File: config.mk
export PLATFORM = sky130hd
export DESIGN_NAME = ctrl_axi_slave
export DESIGN_NICKNAME = d
export VERILOG_FILES = /design/src/rtl/ctrl_axi_pkg.sv /design/src/rtl/ctrl_axi_slave.sv
export SDC_FILE = /design/constraint.sdc
export NUM_CORES = 1
export LEC_CHECK = 0
export CORE_UTILIZATION = 45
export DETAILED_ROUTE_END_ITERATION = 10
export GPL_TIMING_DRIVEN = 0
export PLACE_DENSITY = 0.75
export SETUP_SLACK_MARGIN = 0.1
export SLEW_MARGIN = 20
export SYNTH_ARGS = -nofsm -noshare
export SYNTH_HDL_FRONTEND = slang
export SYNTH_SLANG_ARGS = --single-unit
File: constraint.sdc
create_clock -name clock -period 2 [get_ports clock]
set_input_delay 0.2 -clock clock [delete_from_list [all_inputs] [get_ports clock]]
set_output_delay 0.2 -clock clock [all_outputs]
set_load 0.02 [all_outputs]
File: src/rtl/ctrl_axi_pkg.sv
// Shared register map, CTRL bit positions and read-FSM states for the
// ctrl_axi_slave AXI4-Lite control block.
package ctrl_axi_pkg;

  localparam int CTRL_ADDR = 'h00;
  localparam int ARG_BASE  = 'h10;

  localparam int CTRL_START_BIT        = 0;
  localparam int CTRL_DONE_BIT         = 1;
  localparam int CTRL_IDLE_BIT         = 2;
  localparam int CTRL_READY_BIT        = 3;
  localparam int CTRL_AUTO_RESTART_BIT = 7;

  typedef enum logic [0:0] {
    RD_IDLE = 1'b0,
    RD_DATA = 1'b1
  } rd_state_t;

  // Byte-lane merge of a 32-bit register with new write data.
  function automatic logic [31:0] apply_strb(input logic [31:0] old_val,
                                             input logic [31:0] new_val,
                                             input logic [3:0]  strb);
    logic [31:0] merged;
    merged = old_val;
    for (int b = 0; b < 4; b++) begin
      if (strb[b]) merged[8*b +: 8] = new_val[8*b +: 8];
    end
    return merged;
  endfunction

endpackage

File: src/rtl/ctrl_axi_slave.sv
// AXI4-Lite slave exposing an ap_ctrl handshake register and NUM_ARGS
// argument registers to the host bridge.
module ctrl_axi_slave
  import ctrl_axi_pkg::*;
#(
  parameter int ADDR_BITS = 6,
  parameter int DATA_BITS = 32,
  parameter int STRB_BITS = DATA_BITS / 8,
  parameter int NUM_ARGS  = 4
) (
  input  logic                   clock,
  input  logic                   reset,

  input  logic                   s_axi_control_AWVALID,
  output logic                   s_axi_control_AWREADY,
  input  logic [ADDR_BITS-1:0]   s_axi_control_AWADDR,

  input  logic                   s_axi_control_WVALID,
  output logic                   s_axi_control_WREADY,
  input  logic [DATA_BITS-1:0]   s_axi_control_WDATA,
  input  logic [STRB_BITS-1:0]   s_axi_control_WSTRB,

  output logic                   s_axi_control_BVALID,
  input  logic                   s_axi_control_BREADY,
  output logic [1:0]             s_axi_control_BRESP,

  input  logic                   s_axi_control_ARVALID,
  output logic                   s_axi_control_ARREADY,
  input  logic [ADDR_BITS-1:0]   s_axi_control_ARADDR,

  output logic                   s_axi_control_RVALID,
  input  logic                   s_axi_control_RREADY,
  output logic [DATA_BITS-1:0]   s_axi_control_RDATA,
  output logic [1:0]             s_axi_control_RRESP,

  output logic                   ap_start,
  input  logic                   ap_done,
  input  logic                   ap_idle,
  input  logic                   ap_ready,

  output logic [NUM_ARGS*32-1:0] args
);

  localparam int WORD_BITS = ADDR_BITS - 2;
  localparam logic [WORD_BITS-1:0] CTRL_WORD = WORD_BITS'(CTRL_ADDR / 4);

  logic                 aw_full_q, aw_full_d;
  logic [WORD_BITS-1:0] aw_word_q, aw_word_d;
  logic                 w_full_q, w_full_d;
  logic [DATA_BITS-1:0] w_data_q, w_data_d;
  logic [STRB_BITS-1:0] w_strb_q, w_strb_d;
  logic                 bvalid_q, bvalid_d;

  logic                 start_q, start_d;
  logic                 done_q, done_d;
  logic                 auto_q, auto_d;
  logic [DATA_BITS-1:0] arg_q [NUM_ARGS];
  logic [DATA_BITS-1:0] arg_d [NUM_ARGS];

  rd_state_t            rd_state_q, rd_state_d;
  logic [DATA_BITS-1:0] rdata_q, rdata_d;

  logic                 aw_hs, w_hs, commit, ar_hs;
  logic [WORD_BITS-1:0] ar_word;
  logic [DATA_BITS-1:0] ctrl_rd, rd_mux;
  logic                 unused_addr_lsbs;

  assign s_axi_control_AWREADY = !aw_full_q && !bvalid_q;
  assign s_axi_control_WREADY  = !w_full_q && !bvalid_q;
  assign s_axi_control_BVALID  = bvalid_q;
  assign s_axi_control_BRESP   = 2'b00;
  assign s_axi_control_ARREADY = (rd_state_q == RD_IDLE);
  assign s_axi_control_RVALID  = (rd_state_q == RD_DATA);
  assign s_axi_control_RDATA   = rdata_q;
  assign s_axi_control_RRESP   = 2'b00;
  assign ap_start              = start_q;

  assign aw_hs   = s_axi_control_AWVALID && s_axi_control_AWREADY;
  assign w_hs    = s_axi_control_WVALID && s_axi_control_WREADY;
  assign commit  = aw_full_q && w_full_q;
  assign ar_hs   = s_axi_control_ARVALID && s_axi_control_ARREADY;
  assign ar_word = s_axi_control_ARADDR[ADDR_BITS-1:2];

  assign unused_addr_lsbs = ^{s_axi_control_AWADDR[1:0], s_axi_control_ARADDR[1:0]};

  for (genvar g = 0; g < NUM_ARGS; g++) begin : g_args
    assign args[32*g +: 32] = arg_q[g];
  end

  // Write holders fill independently; both full means the write commits now.
  always_comb begin
    aw_full_d = aw_full_q;
    aw_word_d = aw_word_q;
    w_full_d  = w_full_q;
    w_data_d  = w_data_q;
    w_strb_d  = w_strb_q;
    bvalid_d  = bvalid_q;
    if (aw_hs) begin
      aw_full_d = 1'b1;
      aw_word_d = s_axi_control_AWADDR[ADDR_BITS-1:2];
    end
    if (w_hs) begin
      w_full_d = 1'b1;
      w_data_d = s_axi_control_WDATA;
      w_strb_d = s_axi_control_WSTRB;
    end
    if (commit) begin
      aw_full_d = 1'b0;
      w_full_d  = 1'b0;
      bvalid_d  = 1'b1;
    end
    if (bvalid_q && s_axi_control_BREADY) bvalid_d = 1'b0;
  end

  // Ordering gives the priorities: host start write beats ap_ready, done pulse beats read-clear.
  always_comb begin
    start_d = start_q;
    done_d  = done_q;
    auto_d  = auto_q;
    for (int i = 0; i < NUM_ARGS; i++) arg_d[i] = arg_q[i];

    if (ap_ready && !auto_q) start_d = 1'b0;
    if (ar_hs && ar_word == CTRL_WORD) done_d = 1'b0;
    if (ap_done) done_d = 1'b1;

    if (commit) begin
      if (aw_word_q == CTRL_WORD && w_strb_q[0]) begin
        if (w_data_q[CTRL_START_BIT]) start_d = 1'b1;
        auto_d = w_data_q[CTRL_AUTO_RESTART_BIT];
      end
      for (int i = 0; i < NUM_ARGS; i++) begin
        if (aw_word_q == WORD_BITS'(ARG_BASE / 4 + i))
          arg_d[i] = apply_strb(arg_q[i], w_data_q, w_strb_q);
      end
    end
  end

  always_comb begin
    ctrl_rd = '0;
    ctrl_rd[CTRL_START_BIT]        = start_q;
    ctrl_rd[CTRL_DONE_BIT]         = done_q;
    ctrl_rd[CTRL_IDLE_BIT]         = ap_idle;
    ctrl_rd[CTRL_READY_BIT]        = 1'b0;
    ctrl_rd[CTRL_AUTO_RESTART_BIT] = auto_q;

    rd_mux = '0;
    if (ar_word == CTRL_WORD) rd_mux = ctrl_rd;
    for (int i = 0; i < NUM_ARGS; i++) begin
      if (ar_word == WORD_BITS'(ARG_BASE / 4 + i)) rd_mux = arg_q[i];
    end
  end

  always_comb begin
    rd_state_d = rd_state_q;
    rdata_d    = rdata_q;
    case (rd_state_q)
      RD_IDLE: begin
        if (s_axi_control_ARVALID) begin
          rdata_d    = rd_mux;
          rd_state_d = RD_DATA;
        end
      end
      RD_DATA: begin
        if (s_axi_control_RREADY) rd_state_d = RD_IDLE;
      end
      default: rd_state_d = RD_IDLE;
    endcase
  end

  always_ff @(posedge clock) begin
    if (reset) begin
      aw_full_q  <= 1'b0;
      aw_word_q  <= '0;
      w_full_q   <= 1'b0;
      w_data_q   <= '0;
      w_strb_q   <= '0;
      bvalid_q   <= 1'b0;
      start_q    <= 1'b0;
      done_q     <= 1'b0;
      auto_q     <= 1'b0;
      for (int i = 0; i < NUM_ARGS; i++) arg_q[i] <= '0;
      rd_state_q <= RD_IDLE;
      rdata_q    <= '0;
    end else begin
      aw_full_q  <= aw_full_d;
      aw_word_q  <= aw_word_d;
      w_full_q   <= w_full_d;
      w_data_q   <= w_data_d;
      w_strb_q   <= w_strb_d;
      bvalid_q   <= bvalid_d;
      start_q    <= start_d;
      done_q     <= done_d;
      auto_q     <= auto_d;
      for (int i = 0; i < NUM_ARGS; i++) arg_q[i] <= arg_d[i];
      rd_state_q <= rd_state_d;
      rdata_q    <= rdata_d;
    end
  end

endmodule

; ---- Word level (Yosys, flattened, before mapping)
; Memory sizes are Yosys's and may differ from the RTL's.
; Cells that the tools add are included.
[totals]
regBits = 79
ram_bits = 128
input_bits = 58
out_inout_bits = 170
elab_cells = 88
n_memories = 1
[op_classes]
eq_ne = 8
n_mux = 42
bitwise = 5
reduce_logical = 21
[mem_list]
columns = memory, depth, word_bits, rd, rd_clocked_by_memory_dff, write_ports, line_no
row1 = arg_q, 4, 32, 4, 0, 4, ctrl_axi_slave.sv:57  ; logic [DATA_BITS-1:0] arg_q [NUM_ARGS];
[op_table]
columns = op, n
row1 = 32-bit 2-to-1 mux, 12
row2 = 8-bit 2-to-1 mux, 17
row3 = 128-bit 2-to-1 mux, 1
row4 = "4-bit by 3-bit equality test with 1-bit output, second input constant", 8
row5 = 1-bit 2-to-1 mux, 11
row6 = 1-bit logical AND, 10
row7 = 4-bit logical NOT, 2
row8 = 1-bit logical NOT, 4
row9 = 1-bit bitwise OR, 4
row10 = 2-bit AND reduction, 2
row11 = 2-bit OR reduction, 2
row12 = 1-bit one-hot mux with 2 select lines, 1
row13 = 2-bit nonzero test, 1
row14 = 1-bit NOT, 1

; ---- Longest topological paths before layout
; Gate-level depths: netlist (run 1).
[depth]
ltp_word = 6
depth_mapped = 7
depth_no_buf = 4

; ---- Worst setup path before layout (run 1)
; OpenSTA, ideal clock, no wires.
[synth_path]
path_kind = reg-to-reg
startpoint = reg bvalid_q, in the netlist s_axi_control_BVALID
endpoint = reg w_data_q[23]
setup_time_ns = 0.132
t_arrival_ns = 1.385
slack_ns = 0.482
stages_incl_launch_ff = 6
path_buffers = 1
cell_sequence = dfxtp_1 -> nor2_1 -> nand2_1 -> clkbuf_1 -> nand2_1 -> a21oi_1
[synth_between]
elab_chain_len = 3
[synth_rtl]
columns = element, line_no
row1 = from (decl), ctrl_axi_slave.sv:52  ; logic bvalid_q, bvalid_d;
row2 = from (signal assigned), ctrl_axi_slave.sv:190  ; bvalid_q <= bvalid_d;
row3 = 1-bit logical NOT, ctrl_axi_slave.sv:69  ; assign s_axi_control_WREADY = !w_full_q && !bvalid_q;
row4 = 1-bit logical AND, ctrl_axi_slave.sv:69
row5 = net s_axi_control_WREADY, ctrl_axi_slave.sv:19  ; output logic s_axi_control_WREADY,
row6 = 1-bit logical AND, ctrl_axi_slave.sv:79  ; assign w_hs = s_axi_control_WVALID && s_axi_control_WREADY;
row7 = to (signal assigned), ctrl_axi_slave.sv:188  ; w_data_q <= w_data_d;
row8 = to (decl), ctrl_axi_slave.sv:50  ; logic [DATA_BITS-1:0] w_data_q, w_data_d;
; The timed path passes the listed nets, and every way through them passes these cells.
; A chain may end at the register's enable or synchronous reset.

; ---- Final worst setup path (run 1)
[layout_path]
startpoint = reg bvalid_q, in the netlist s_axi_control_BVALID
endpoint = out s_axi_control_WREADY
[layout_between]
elab_chain_len = 2
[layout_rtl]
columns = element, line_no
row1 = 1-bit logical NOT, ctrl_axi_slave.sv:69
row2 = 1-bit logical AND, ctrl_axi_slave.sv:69
row3 = to (decl), ctrl_axi_slave.sv:19
; Every way passes these cells.

==> results.py, run 1 <==
metrics = {
    "critical_path": {
        "crit_required_ps": 1800,
        "end_kind": "output port",
        "cp_max_fo": 4,
        "arrival_ps": 1630,
        "startpoint_type": "flip-flop",
        "reg2reg_to": "arg_q[1][22]",
        "critPathKind": "flip-flop to output port",
        "rrSetupSlack_ps": 340,
        "rr_worst_depth": 6,
        "timing.rr.start": "w_full_q",
    },
    "cts": {
        "clock-sinks": 207,
        "htreeDepth": 1,
        "cts_buffers": 22,
        "cts_root_buffer": "clkbuf_16",
        "cts_tree": "built",
        "clk-insertion-delay-late_ps": 500,
        "cts_buffer_depth": 3,
        "cts.clk_slew.worst_paths_ps": 60,
    },
    "yosys": {
        "synth-seq-cells": 207,
        "synth_ff_type": "dfxtp_1",
        "synth-seq-area-share_pct": 49.8,
        "syn_inst": 998,
        "yosys_warnings": 0,
        "yosysUniqueCellTypes": 37,
        "syn_area_per_cell_um2": 8.34,
        "synth_edf_count": 0,
        "synthArstFlopShare_pct": 0,
        "synth_area_um2": 8330,
    },
    "die": {
        "fp.dieH_um": 138,
        "die_w_um": 138,
        "initial_core_util_pct": 46.2,
        "core_um2": 18000,
        "num_rows": 49,
        "die_area_um2": 19100,
        "io_pins": 228,
    },
    "global_route": {
        "met3_usage_pct": 8.04,
        "grt_overflow": 0,
        "grt_max_degree": 14,
        "grt_pass1_vias": 7959,
        "grt_usage_pct": 29.4,
        "gr-usage-met2_pct": 47.7,
        "globalRouteMet1Util_pct": 37.5,
        "grt_busiest_layer": "met2",
        "grt_pass1_wl_mm": 44.4,
        "grt_antenna_before_repair": 0,
    },
    "route": {
        "ant_nets": 0,
        "wl_mm": 29.0,
        "vias_per_cell": 5.63,
        "drcViolationCount": 0,
        "vias": 8380,
        "drt_iter0_drc": 663,
        "first_pass_iters": 5,
        "wire_per_inst_um": 19.5,
    },
    "sta": {
        "worst_slew_pin_slew_ps": 729,
        "max_clock_freq_mhz": 547,
        "hold_viol": 0,
        "fin_ws_ps": 171,
        "fin_crit_sh_pct": 91.4,
        "whs_ps": 243,
        "setup_viol": 0,
        "fin_crit_ps": 1830,
        "finClkSkew_ps": 8.20,
        "rsz0062_at_grt": "no",
        "slew_headroom_pct": 51.4,
        "report.final.slew_viol_count": 0,
    },
    "finish": {
        "fin_util_pct": 64.2,
        "drive_gt1_share_pct": 7.86,
        "layout_commonest_cell": "nand2_1",
        "final_nets": 1302,
        "antenna_cells": 0,
        "instances_no_fill": 1489,
        "design_area_um2": 11600,
        "final_cell_mix": "nand2_1 (218), clkdlybuf4s50_1 (216), dfxtp_1 (207)",
        "syn2layout_area_growth_pct": 38.9,
    },
    "pwr": {
        "power.share.clock_pct": 45.2,
        "pwr_density_cell_nw_per_um2": 796,
        "intPower_mw": 6.98,
        "seqPwrFrac_pct": 46.7,
        "p_leak_nw": 4.14,
        "switchingPower_mw": 2.22,
        "p_sw_share_pct": 24.1,
        "combPwrFrac_pct": 8.0,
        "ir_drop_v": 0.000565,
    },
    "place": {
        "place.gp.congestion": 0.902,
        "dpl-instance-area_um2": 10800,
        "place_inst": 1447,
        "dp_slack_ps": -298,
        "hpwl_mm": 20.5,
        "port_buffers": 217,
    },
    "run": {
        "maxCapViolCount": 0,
    },
    "worst_hold_path": {
        "min_from": "s_axi_control_WDATA[4]",
        "hp-class": "primary input to flip-flop",
        "hold_path_depth": 3,
        "hold_path_end": "w_data_q[4]",
    },
    "run_status": {
        "status": "finished, final reports clean",
    },
}
==> kinds of logic (layout without fill, tap and decap cells) <==
group / count (synthesis) / count (layout) / synth area share [%]
muxes: 40 / 40 / 4.82
AOI/OAI and AO/OA: 244 / 244 / 16.9
DFF: 207 / 207 / 49.8
and+or+nand+nor: 423 / 423 / 23.6
buffers and inverters: 83 / 342 / 4.84
other: 1 / 4 / 0.0450
==> critical path, stage by stage (launching register included) <==
cell and delay [ps]:
dfxtp_1 330, nor2_1 170, clkdlybuf4s50_1 630
==> synth_stat cells (23+ instances only) <==
library cell | number | area share, %
o22ai_1 | 28 | 2.1
dfxtp_1 | 207 | 50
o31ai_1 | 28 | 2.5
nand3_1 | 100 | 6.0
a211oi_1 | 29 | 2.6
mux2i_1 | 39 | 4.7
nand2_1 | 218 | 9.8
buf_2 | 37 | 2.2
a21oi_1 | 142 | 8.5
nor2_1 | 47 | 2.1
and2_1 | 23 | 1.7
clkbuf_1 | 30 | 1.4
==> through the flow <==
stage / power, mW / setup TNS [ps]
floorplan: 4.76 / 0
global placement: 5.10 / -5400
detailed placement: 5.11 / -5160
CTS: 9.20 / 0
global route: 9.45 / 0
finish: 9.20 / 0
==> power groups by stage <==
stage / Sequential (mW) / Clock [mW] / Combinational (mW)
after floorplan: 4.38 / 0 / 0.373
after detailed placement: 4.39 / 0 / 0.718
after CTS: 4.30 / 4.18 / 0.729
after global routing: 4.31 / 4.35 / 0.786
after global placement: 4.39 / 0 / 0.714
final: 4.30 / 4.16 / 0.739
==> sequential cells by signal, summed over array words and instances (netlist names), 4 cells and up <==
signal and count:
arg_q 128, aw_word_q 4, s_axi_control_RDATA 32, w_data_q 32, w_strb_q 4
==> area by class of cell <==
class / count / area (µm²)
plain buffers: 79 / 390
fillers: 1580 / 6460
repair buffers: 219 / 2190
clock buffers: 34 / 687
clock inverters: 6 / 58.8
flip-flops and latches: 207 / 4140
well taps: 229 / 287
inverters: 4 / 15.0
multi-input cells: 711 / 3800
==> how the worst max path moves through the flow <==
stage,cells past startpoint,to,start,slack (ps)
5_1_grt,2,s_axi_control_WREADY,s_axi_control_BVALID,110
4_1_cts,2,s_axi_control_WREADY,s_axi_control_BVALID,150
3_5_place_dp,7,s_axi_control_RDATA[31],s_axi_control_ARVALID,-300
2_1_floorplan,5,w_data_q[23],s_axi_control_BVALID,480
6_report,2,s_axi_control_WREADY,s_axi_control_BVALID,170
3_3_place_gp,7,s_axi_control_RDATA[28],s_axi_control_ARVALID,-290
==> timing repair <==
| item | CTS | global route |
|---|---|---|
| resized for setup | 3 | 2 |
| buffers inserted | 2 | 0 |
| pin swaps | 0 | 0 |
| hold buffers | 0 | 0 |
| setup endpoints to repair | 45 | 2 |
==> layer usage <==
| metal | vias to the layer above | routed length (µm) |
|---|---|---|
| li1 | 3948 | - |
| met3 | 73 | 2940 |
| met4 | 0 | 1010 |
| met1 | 3885 | 11600 |
| met5 | - | 0 |
| met2 | 474 | 13400 |
Note: power is estimated with default switching activity, not from simulation.
==> run 2: changes to the inputs <==
==> constraint.sdc (replaced) <==
create_clock -name clock -period 2.1 [get_ports clock]
set_input_delay 0.21 -clock clock [delete_from_list [all_inputs] [get_ports clock]]
set_output_delay 0.21 -clock clock [all_outputs]
set_load 0.02 [all_outputs]
==> results.py, run 2 (synthesized netlist as in run 1, its figures left out) <==
metrics = {
    "run_status": {
        "status": "finished, final reports clean",
    },
    "sta": {
        "fin_ws_ps": 263,
        "rsz0062_at_grt": "no",
        "worst_slew_pin_slew_ps": 744,
        "finClkSkew_ps": 11.3,
        "hold_viol": 0,
        "report.final.slew_viol_count": 0,
        "slew_headroom_pct": 50.4,
        "fin_crit_ps": 1840,
        "fin_crit_sh_pct": 87.5,
        "setup_viol": 0,
        "max_clock_freq_mhz": 544,
    },
    "critical_path": {
        "crit_path_top_delay_cell": "clkdlybuf4s50_1",
        "end_kind": "output port",
        "crit_required_ps": 1890,
        "cpPeakStageDelay_ps": 630,
        "crit_family": "buffers and inverters",
        "rr_worst_depth": 6,
        "cp_max_fo": 4,
        "critPathKind": "flip-flop to output port",
        "rrSetupSlack_ps": 390,
        "reg2reg_to": "s_axi_control_RDATA[21]",
        "crit_path_cell_trace": "nor2_1 > clkdlybuf4s50_1",
        "timing.rr.start": "s_axi_control_RVALID",
        "startpoint_type": "flip-flop",
        "arrival_ps": 1630,
        "cp_num_buf_inv": 1,
    },
    "finish": {
        "largest_reg_flops": 128,
        "regMostFlops": "arg_q",
        "final_cell_mix": "nand2_1 (218), clkdlybuf4s50_1 (216), dfxtp_1 (207)",
        "nFillCells": 1571,
        "final_nets": 1302,
        "seq_area_um2": 4140,
        "syn2layout_area_growth_pct": 39.1,
        "multi_input_area_um2": 3800,
        "drive_gt1_share_pct": 7.78,
        "design_area_um2": 11600,
        "antenna_cells": 0,
        "layout_commonest_cell": "nand2_1",
    },
    "place": {
        "port_buffers": 217,
        "dpl-instance-area_um2": 10800,
        "dp_slack_ps": -208,
        "place.gp.congestion": 0.902,
        "hpwl_mm": 20.5,
    },
    "worst_hold_path": {
        "hold_path_depth": 3,
        "min_from": "s_axi_control_WDATA[3]",
        "hp-class": "primary input to flip-flop",
        "hold_path_end": "w_data_q[3]",
    },
    "die": {
        "fp.dieH_um": 138,
        "io_pins": 228,
        "initial_core_util_pct": 46.2,
        "num_rows": 49,
        "die_w_um": 138,
        "die_area_um2": 19100,
        "core_um2": 18000,
    },
    "global_route": {
        "grt_usage_pct": 29.4,
        "grt_antenna_before_repair": 0,
        "grt_max_degree": 14,
        "grt_busiest_layer": "met2",
        "grt_pass1_vias": 7952,
        "grt_overflow": 0,
        "met3_usage_pct": 8.04,
        "gr-usage-met2_pct": 47.6,
        "globalRouteMet1Util_pct": 37.4,
        "grt_pass1_wl_mm": 44.4,
    },
    "run": {
        "maxCapViolCount": 0,
    },
    "pwr": {
        "ir_drop_v": 0.000543,
        "power_mw": 8.78,
        "pwr_density_cell_nw_per_um2": 758,
        "p_leak_nw": 4.14,
    },
    "cts": {
        "cts_tree": "built",
        "cts_buffer_depth": 3,
        "cts_buffers": 22,
        "clk-insertion-delay-late_ps": 510,
        "hold_buffers": 0,
        "htreeDepth": 1,
        "cts.clk_slew.worst_paths_ps": 60,
        "cts_root_buffer": "clkbuf_16",
        "clock-sinks": 207,
    },
    "route": {
        "vias_per_cell": 5.63,
        "first_pass_iters": 5,
        "drt_iter0_drc": 693,
        "wl_mm": 29.1,
        "ant_nets": 0,
        "drcViolationCount": 0,
        "wire_per_inst_um": 19.5,
        "vias": 8387,
    },
}
-- run 2: cell count changes in the layout (fill, tap and decap cells not counted) --
| cell | before | now |
|---|---|---|
| dlymetal6s2s_1 | 0 | 1 |
| buf_12 | 0 | 1 |
| dlygate4sd2_1 | 1 | 0 |
| clkbuf_1 | 32 | 33 |
| clkbuf_2 | 2 | 1 |
| buf_4 | 8 | 7 |
-- run 2: cell type report --
cell class | instances | area share (%)
Buffer | 79 | 3.36
Clock buffer | 34 | 5.93
Clock inverter | 6 | 0.508
Inverter | 4 | 0.130
Multi-Input combinational cell | 711 | 32.8
Sequential cell | 207 | 35.8
Tap cell | 229 | 2.47
Timing Repair Buffer | 219 | 19.0
-- run 2: stage by stage --
step	cells	hold WS [ps]	TNS, ps	utilization, %
floorplan	1001	310	0	-
global placement	1447	437	-3600	59.9
detailed placement	1447	440	-3360	59.9
CTS	1487	246	0	64.0
global route	1489	260	0	64.2
finish	1489	257	0	64.2
-- run 2: how the worst max path moves through the flow --
stage | from | end | depth (start not counted)
3_5_place_dp | s_axi_control_ARVALID | s_axi_control_RDATA[31] | 7
2_1_floorplan | s_axi_control_BVALID | w_data_q[23] | 5
3_3_place_gp | s_axi_control_ARVALID | s_axi_control_RDATA[28] | 7
4_1_cts | aw_full_q | s_axi_control_AWREADY | 3
6_report | s_axi_control_BVALID | s_axi_control_WREADY | 2
5_1_grt | s_axi_control_RVALID | s_axi_control_RDATA[18] | 6
-- run 2: routing by layer --
metal  vias up  share of wire, %
met4         0               3.1
met5         -                 0
met1      3925                40
met3        64               9.8
met2       452                47
li1       3946                 -
-- run 2: worst reg2reg max path, delay by kind of cell (launching register included) --
family	cells	cell delay [ps]
flip-flops	1	390
buffers and inverters	2	640
AND/OR/NAND/NOR	3	540
AO/OA/AOI/OAI	1	80
-- run 2: report_power, final --
group          internal [mW]  switching (mW)  leakage (nW)
registers               4.00          0.0937          1.68
logic                  0.275           0.433          2.09
clock network           2.37            1.60         0.372
total                   6.65            2.13          4.14
-- run 2: what timing repair did --
action	in CTS	in global routing
buffers inserted	0	2
gates resized for setup	1	2
setup endpoints to repair	3	43
pin swaps	0	0
==> run 3: changes to the inputs <==
--- a/config.mk
+++ b/config.mk
@@ -5,10 +5,10 @@
 export SDC_FILE = /design/constraint.sdc
 export NUM_CORES = 1
 export LEC_CHECK = 0
-export CORE_UTILIZATION = 45
+export CORE_UTILIZATION = 44
 export DETAILED_ROUTE_END_ITERATION = 10
 export GPL_TIMING_DRIVEN = 0
-export PLACE_DENSITY = 0.75
+export PLACE_DENSITY = 0.77
 export SETUP_SLACK_MARGIN = 0.1
 export SLEW_MARGIN = 20
 export SYNTH_ARGS = -nofsm -noshare
==> constraint.sdc (replaced) <==
create_clock -name clock -period 1.6 [get_ports clock]
set_input_delay 0.16 -clock clock [delete_from_list [all_inputs] [get_ports clock]]
set_output_delay 0.16 -clock clock [all_outputs]
set_load 0.02 [all_outputs]
==> results.py, run 3 (synthesized netlist as in run 1, its figures left out) <==
metrics = {
    "run_status": {
        "status": "finished, final reports clean",
    },
    "cts": {
        "cts_tree": "built",
        "htreeDepth": 1,
        "cts_buffer_depth": 3,
        "cts.clk_slew.worst_paths_ps": 60,
        "cts_buffers": 22,
        "clock-sinks": 207,
        "clk-insertion-delay-late_ps": 520,
        "cts_root_buffer": "clkbuf_16",
    },
    "die": {
        "die_w_um": 140,
        "initial_core_util_pct": 45.6,
        "die_area_um2": 19500,
        "core_um2": 18300,
        "num_rows": 49,
        "fp.dieH_um": 140,
        "io_pins": 228,
    },
    "sta": {
        "setup_tns_ps": 0,
        "whs_ps": 186,
        "report.final.slew_viol_count": 0,
        "max_clock_freq_mhz": 671,
        "worst_slew_pin_slew_ps": 763,
        "finClkSkew_ps": 23.4,
        "slew_headroom_pct": 49.1,
        "fin_crit_sh_pct": 93.2,
        "setup_viol": 0,
        "fin_ws_ps": 109,
        "rsz0062_at_grt": "yes",
        "hold_viol": 0,
        "fin_crit_ps": 1490,
    },
    "finish": {
        "instances_no_fill": 1493,
        "syn2layout_area_growth_pct": 39.5,
        "layout_commonest_cell": "nand2_1",
        "drive_gt1_share_pct": 10.7,
        "fin_util_pct": 63.6,
        "final_cell_mix": "nand2_1 (204), dfxtp_1 (203), dlygate4sd2_1 (164)",
        "regMostFlops": "arg_q",
        "largest_reg_flops": 128,
        "antenna_cells": 0,
        "design_area_um2": 11600,
        "final_nets": 1306,
    },
    "place": {
        "hpwl_mm": 20.9,
        "dpl-instance-area_um2": 10800,
        "place.gp.congestion": 0.882,
        "dp_slack_ps": -705,
        "place_inst": 1447,
        "port_buffers": 217,
    },
    "critical_path": {
        "critPathKind": "primary input to flip-flop",
        "end_kind": "flip-flop",
        "startpoint_type": "primary input",
        "arrival_ps": 1900,
        "cp_max_fo": 10,
        "rr_worst_depth": 5,
        "crit_path_cell_trace": "clkdlybuf4s50_1 > nand3b_1 > or2_2 > buf_2 > buf_4 > o22ai_1 > o31ai_1",
        "crit_required_ps": 2010,
        "cpPeakStageDelay_ps": 570,
        "crit_path_top_delay_cell": "clkdlybuf4s50_1",
    },
    "run": {
        "maxCapViolCount": 0,
    },
    "global_route": {
        "grt_max_degree": 15,
        "grt_pass1_vias": 8112,
        "grt_usage_pct": 29.9,
        "grt_pass1_wl_mm": 45.2,
        "grt_overflow": 0,
        "grt_antenna_before_repair": 0,
    },
    "pwr": {
        "seqPwrFrac_pct": 45.6,
        "power.share.clock_pct": 46.5,
        "ir_drop_v": 0.000797,
        "intPower_mw": 8.95,
        "switchingPower_mw": 2.86,
        "power_mw": 11.8,
        "p_sw_share_pct": 24.2,
        "p_leak_nw": 5.02,
        "pwr_density_cell_nw_per_um2": 1020,
        "combPwrFrac_pct": 7.9,
    },
    "worst_hold_path": {
        "hold_path_depth": 3,
        "hp-class": "primary input to flip-flop",
    },
    "route": {
        "drt_iter0_drc": 651,
        "first_pass_iters": 5,
        "ant_nets": 0,
        "wire_per_inst_um": 19.8,
        "vias": 8504,
        "wl_mm": 29.6,
        "vias_per_cell": 5.70,
        "drcViolationCount": 0,
    },
}
run 3: cell types whose count changed in the layout (fill, tap and decap cells not counted), sizes merged:
cell / delta
inv: +1
clkdlybuf4s50: -165
bufinv: +3
buf: +1
dlymetal6s2s: -1
dlygate4sd2: +164
clkinv: +1
run 3: layer usage:
| metal | vias to the layer above | track usage (%) | part of all wire, % |
|---|---|---|---|
| met3 | 60 | 7.54 | 12 |
| li1 | 3959 | - | - |
| met5 | - | 0 | 0 |
| met1 | 3973 | 37.3 | 38 |
| met4 | 0 | 9.37 | 2.3 |
| met2 | 512 | 50.5 | 47 |
run 3: power by group through the flow:
stage                     registers, mW  logic (mW)  clock network [mW]
final                              5.38       0.938                5.49
after global routing               5.39        1.00                5.75
after CTS                          5.37       0.908                5.49
after detailed placement           5.49       0.902                   0
after global placement             5.48       0.891                   0
after floorplan                    5.48       0.466                   0
run 3: layout make-up:
cell class / instances / area, µm²
Buffer: 79 / 495
Clock buffer: 29 / 607
Clock inverter: 11 / 170
Fill cell: 1671 / 6660
Inverter: 4 / 15.0
Multi-Input combinational cell: 711 / 3860
Sequential cell: 207 / 4150
Tap cell: 229 / 287
Timing Repair Buffer: 223 / 2030
run 3: path summary, 6_finish.rpt:
kind | from | endpoint | slack [ps]
min reg2reg | s_axi_control_RDATA[3] | s_axi_control_RDATA[3] | 440
min | s_axi_control_WDATA[4] | w_data_q[4] | 190
max reg2reg | aw_word_q[3] | arg_q[2][22] | 130
max | s_axi_control_ARADDR[2] | s_axi_control_RDATA[15] | 110
run 3: critical path, delay by kind of cell:
family / cells / cell delay (ps)
AOI/OAI and AO/OA: 2 / 340
buffers and inverters: 3 / 1010
and+or+nand+nor: 2 / 390
run 3: repair_timing:
| item | 4_1_cts | 5_1_grt |
|---|---|---|
| setup buffers | 5 | 1 |
| pin swaps | 4 | 2 |
| hold buffers | 0 | 0 |
| setup endpoints to repair | 335 | 147 |
| resized for setup | 202 | 44 |
